===== src/rtl/div_unit_pkg.sv =====
// Shared encodings for the iterative divider: FSM states, start/ready levels
// and register-bus widths.
package div_unit_pkg;

    localparam int RegisterBus       = 32;
    localparam int DoubleRegisterBus = 64;

    typedef enum logic [1:0] {
        DivFree   = 2'b00,
        DivByZero = 2'b01,
        DivOn     = 2'b10,
        DivEnd    = 2'b11
    } div_state_e;

    localparam logic DivStart          = 1'b1;
    localparam logic DivStop           = 1'b0;
    localparam logic DivResultReady    = 1'b1;
    localparam logic DivResultNotReady = 1'b0;

endpackage


===== src/rtl/div_unit.sv =====
// Radix-2 restoring divider, one trial subtraction per cycle, {rem, quo} out.
// Define DIV_ZERO_DETECT_EN to short-circuit a zero divisor to a zero result.
module div_unit
    import div_unit_pkg::*;
#(
    parameter int DIV_W = RegisterBus
) (
    input  logic               clk,
    input  logic               rst,
    input  logic               signed_div_i,
    input  logic [DIV_W-1:0]   opdata1_i,
    input  logic [DIV_W-1:0]   opdata2_i,
    input  logic               start_i,
    input  logic               annul_i,
    output logic [2*DIV_W-1:0] result_o,
    output logic               ready_o
);

    localparam int CNT_W = $clog2(DIV_W) + 1;

    div_state_e         state_q, state_d;
    logic [CNT_W-1:0]   cnt_q, cnt_d;
    logic [2*DIV_W:0]   work_q, work_d;
    logic [DIV_W-1:0]   divisor_q, divisor_d;
    logic               signed_q, signed_d;
    logic               neg_a_q, neg_a_d;
    logic               neg_b_q, neg_b_d;
    logic [2*DIV_W-1:0] result_q, result_d;
    logic               ready_q, ready_d;

    logic [DIV_W:0]     diff_s;
    logic [DIV_W-1:0]   mag_a_s;
    logic [DIV_W-1:0]   mag_b_s;
    logic [DIV_W-1:0]   quo_s;
    logic [DIV_W-1:0]   rem_s;

    // Next-state, datapath and output computation.
    always_comb begin
        state_d   = state_q;
        cnt_d     = cnt_q;
        work_d    = work_q;
        divisor_d = divisor_q;
        signed_d  = signed_q;
        neg_a_d   = neg_a_q;
        neg_b_d   = neg_b_q;
        result_d  = result_q;
        ready_d   = ready_q;

        mag_a_s = (signed_div_i && opdata1_i[DIV_W-1]) ? -opdata1_i : opdata1_i;
        mag_b_s = (signed_div_i && opdata2_i[DIV_W-1]) ? -opdata2_i : opdata2_i;
        // Zero-extended so the top bit of the difference is the borrow.
        diff_s  = {1'b0, work_q[2*DIV_W-1:DIV_W]} - {1'b0, divisor_q};
        quo_s   = (signed_q && (neg_a_q ^ neg_b_q)) ? -work_q[DIV_W-1:0] : work_q[DIV_W-1:0];
        rem_s   = (signed_q && neg_a_q) ? -work_q[2*DIV_W:DIV_W+1] : work_q[2*DIV_W:DIV_W+1];

        case (state_q)
            DivFree: begin
                if (start_i == DivStart && !annul_i) begin
                    signed_d  = signed_div_i;
                    neg_a_d   = signed_div_i & opdata1_i[DIV_W-1];
                    neg_b_d   = signed_div_i & opdata2_i[DIV_W-1];
                    divisor_d = mag_b_s;
                    cnt_d     = {CNT_W{1'b0}};
                    work_d    = {{DIV_W{1'b0}}, mag_a_s, 1'b0};
`ifdef DIV_ZERO_DETECT_EN
                    if (opdata2_i == {DIV_W{1'b0}}) begin
                        state_d = DivByZero;
                    end else begin
                        state_d = DivOn;
                    end
`else
                    state_d = DivOn;
`endif
                end else begin
                    state_d = DivFree;
                end
            end
`ifdef DIV_ZERO_DETECT_EN
            DivByZero: begin
                state_d  = DivEnd;
                result_d = {(2*DIV_W){1'b0}};
                ready_d  = DivResultReady;
            end
`endif
            DivOn: begin
                if (annul_i || start_i == DivStop) begin
                    state_d  = DivFree;
                    result_d = {(2*DIV_W){1'b0}};
                    ready_d  = DivResultNotReady;
                end else if (cnt_q == CNT_W'(DIV_W)) begin
                    state_d  = DivEnd;
                    result_d = {rem_s, quo_s};
                    ready_d  = DivResultReady;
                end else begin
                    if (diff_s[DIV_W]) begin
                        work_d = {work_q[2*DIV_W-1:0], 1'b0};
                    end else begin
                        work_d = {diff_s[DIV_W-1:0], work_q[DIV_W-1:0], 1'b1};
                    end
                    cnt_d = cnt_q + CNT_W'(1);
                end
            end
            DivEnd: begin
                if (start_i == DivStop) begin
                    state_d  = DivFree;
                    result_d = {(2*DIV_W){1'b0}};
                    ready_d  = DivResultNotReady;
                end else begin
                    state_d = DivEnd;
                end
            end
            default: begin
                state_d  = DivFree;
                result_d = {(2*DIV_W){1'b0}};
                ready_d  = DivResultNotReady;
            end
        endcase
    end

    // State, datapath and output registers.
    always_ff @(posedge clk or posedge rst) begin
        if (rst) begin
            state_q   <= DivFree;
            cnt_q     <= {CNT_W{1'b0}};
            work_q    <= {(2*DIV_W+1){1'b0}};
            divisor_q <= {DIV_W{1'b0}};
            signed_q  <= 1'b0;
            neg_a_q   <= 1'b0;
            neg_b_q   <= 1'b0;
            result_q  <= {(2*DIV_W){1'b0}};
            ready_q   <= DivResultNotReady;
        end else begin
            state_q   <= state_d;
            cnt_q     <= cnt_d;
            work_q    <= work_d;
            divisor_q <= divisor_d;
            signed_q  <= signed_d;
            neg_a_q   <= neg_a_d;
            neg_b_q   <= neg_b_d;
            result_q  <= result_d;
            ready_q   <= ready_d;
        end
    end

    assign result_o = result_q;
    assign ready_o  = ready_q;

endmodule


===== config.mk =====
export PLATFORM = sky130hd
export DESIGN_NAME = div_unit
export DESIGN_NICKNAME = d
export VERILOG_FILES = /design/src/rtl/div_unit_pkg.sv /design/src/rtl/div_unit.sv
export SDC_FILE = /design/constraint.sdc
export NUM_CORES = 1
export LEC_CHECK = 0
export CORE_MARGIN = 2
export CORE_UTILIZATION = 35
export CTS_BUF_LIST = sky130_fd_sc_hd__clkbuf_2 sky130_fd_sc_hd__clkbuf_4 sky130_fd_sc_hd__clkbuf_8
export DETAILED_ROUTE_END_ITERATION = 8
export SYNTH_ARGS = -nofsm -noshare
export SYNTH_HDL_FRONTEND = slang
export SYNTH_SLANG_ARGS = --single-unit

===== constraint.sdc =====
create_clock -name clk -period 9.3 [get_ports clk]
set_input_delay 1.86 -clock clk [delete_from_list [all_inputs] [get_ports clk]]
set_output_delay 1.86 -clock clk [all_outputs]
set_load 0.01 [all_outputs]

==> out/results.ini <==
[outcome]
status=complete, no violations

[die]
fp.dieArea_mm2=0.0326
start_util_pct=35.6
io_pins=134
core_area_mm2=0.0307
die_h_um=181
die_w_um=181
rows=64

[sta]
slew-limit-headroom_pct=21.0
tightest_slew_ns=1.18
fin_setup_tns_ns=0
min_period_ns=4.51
hold_viol_final=0
grt_setup_unrepaired=false
skew_ns=0.0178
layout_worst_path_cycle_share_pct=48.5
maxSlewViolCount=0
worst_slack_ns=4.79
clock.fmax_mhz=222
setup_viol=0

[run]
timing.max_cap.violations=0

[cts]
cts_tree=built
clock-root-buffer=clkbuf_8
clockBufferDepth=2
ctsHtreeMaxLevel=4
cts_resized=0
clkTransAtPathRegs_ns=0.10
cts_buffers=17
insertion_delay_ns=0.47
hold_buffers=0
cts_setup_buffers=0
clock_sinks=173

[grt]
grt_pass1_wl_um=45900
grt_start_max_net_pins=91
grt_pass1_vias=8918
grt_overflow=0
track_usage_pct=17.2
antenna_found_initial=1

[drt]
drt_pass1_iterations=5
drtIter0Drc=502
finalWirelength_um=28100
wl_per_cell_um=15.3
vias=9419
ant_nets=0
viasPerCell=5.15
drcViolationCount=0

[synthesis]
synth-edff-count=0
synthTopCellsByArea=dfrtp_1, o21ai_0, nand2_1
ys_seq_elements=173
synth_top_cell_area_share_pct=39.7
synth_area_leader_cell=dfrtp_1
synthCells=1321
synthArstFlopShare_pct=100
synth_most_common_cell=nand2_1
synth_warnings=0
ys.flop_type=dfrtp_1
ys_seq_area_share_pct=39.7
synth.distinct_cells=61
syn_area_per_cell_um2=8.26
synth_fp_nets=1430
synthesis.area_mm2=0.0109
synth_common_cells=nand2_1, o21ai_0, dfrtp_1

[place]
place.gp.congestion=0.864
pre_cts_slack_ns=4.31
io_buffers=133
hpwl_um=21000
placed_cells=1796

[worst_setup_path]
worst_path_dominant_cell_family=simple AND/OR/NAND/NOR gates
critPathMostFrequentCell=a21oi_1
cp_slowest_stage_delay_ns=0.60
cp-end-kind=flop
required_ns=9.68
crit_arrival_ns=4.89
path_buf_inv=1
crit_path_cell_trace=clkdlybuf4s50_1 > or4_1 > nor4_1 > nand2_1 > nor2_1 > a21oi_1 > a21oi_1 > o21ai_0 > xnor2_1 > o211ai_1
cpMaxStageDelayCell=or4_1
start_kind=input port
reg2reg_from=work_q[32]
crit_type=input port to flop
worstSetupStartpoint=opdata1_i[13]
crit_fanout=5

[min_path]
hold_class=flop to flop
min_from=result_o[52]

[final_layout]
final_cells=1829
drive_above_1_share_pct=4.26
nNetsFinal=1528
syn_to_final_growth_pct=18.7

[power_and_ir_drop]
worst_ir_drop_vdd_mv=0.0923
leakagePower_uw=0.00546
power_density_mw_per_mm2=136

## layout make-up
class / instances / area (µm²)
fillers: 3065 / 17700
multi-input cells: 1033 / 6150
flip-flops and latches: 173 / 4330
repair buffers: 141 / 1390
well taps: 396 / 495
clock buffers: 17 / 234
inverters: 53 / 204
clock inverters: 15 / 151
diodes: 1 / 2.50
## worst paths after layout
path | end | slack, ns | depth (start not counted)
max | work_q[31] | 4.79 | 10
min | result_o[52] | 0.48 | 2
max reg2reg | work_q[48] | 5.35 | 12
min reg2reg | result_o[52] | 0.48 | 2
max in group asynchronous | divisor_q[24] | 6.31 | 3
min in group asynchronous | result_o[29] | 1.83 | 2
## layer usage
layer	vias up	part of all wire [%]	track usage [%]
met3	25	3.9	2.63
met5	-	0	0
met2	200	47	28.5
met4	0	1.3	4.26
li1	4794	-	-
met1	4400	48	23.6
## worst min-delay path, delay by kind of cell, from the launching register on
kind	cells	cell delay, ns
flops	1	0.35
compound gates	1	0.06
simple gates	1	0.04
## logic make-up after synthesis
group,after synthesis,synth area share [%]
buffers and inverters,115,4.24
DFF,173,39.7
adders and majority gates,40,4.65
xor gates and xnor gates,148,11.9
muxes,3,0.275
AOI/OAI and AO/OA,409,21.4
and+or+nand+nor,433,17.9
## state kept, by name, summed over array words and instances (netlist names)
name / count
work_q: 65
result_o: 64
divisor_q: 32
cnt_q: 6
state_q: 2
neg_a_q: 1
neg_b_q: 1
ready_o: 1
signed_q: 1
## placed cells by master (no fill, tap or decap), types with 13 or more instances in the layout
| master | synthesis | final |
|---|---|---|
| nand2_1 | 213 | 211 |
| xor2_1 | 88 | 88 |
| nor2_1 | 95 | 94 |
| ha_1 | 39 | 39 |
| dfrtp_1 | 173 | 173 |
| nor3_1 | 23 | 23 |
| clkdlybuf4s50_1 | 0 | 133 |
| o31ai_1 | 21 | 21 |
| inv_1 | 53 | 52 |
| xnor2_1 | 60 | 60 |
| o21ai_0 | 201 | 201 |
| nor4_1 | 13 | 13 |
| nand2b_1 | 16 | 16 |
| a21oi_1 | 102 | 102 |
| clkbuf_8 | 0 | 17 |
## power by group
part	switching (µW)	total, µW	leakage [µW]	internal [µW]
logic	224	385	0.00297	160
registers	53.6	856	0.00231	802
clock network	321	520	0.000189	199
## through the flow
| step | instance area [µm²] | hold WS, ns | total power (µW) | util [%] |
|---|---|---|---|---|
| floorplan | 10900 | 0.450 | 1130 | - |
| global placement | 12600 | 0.463 | 1250 | 41.0 |
| detailed placement | 12600 | 0.470 | 1260 | 41.0 |
| CTS | 13000 | 0.491 | 1780 | 42.2 |
| global route | 13000 | 0.514 | 1870 | 42.3 |
| finish | 13000 | 0.482 | 1760 | 42.3 |
Power figures use the tool's default switching activity.
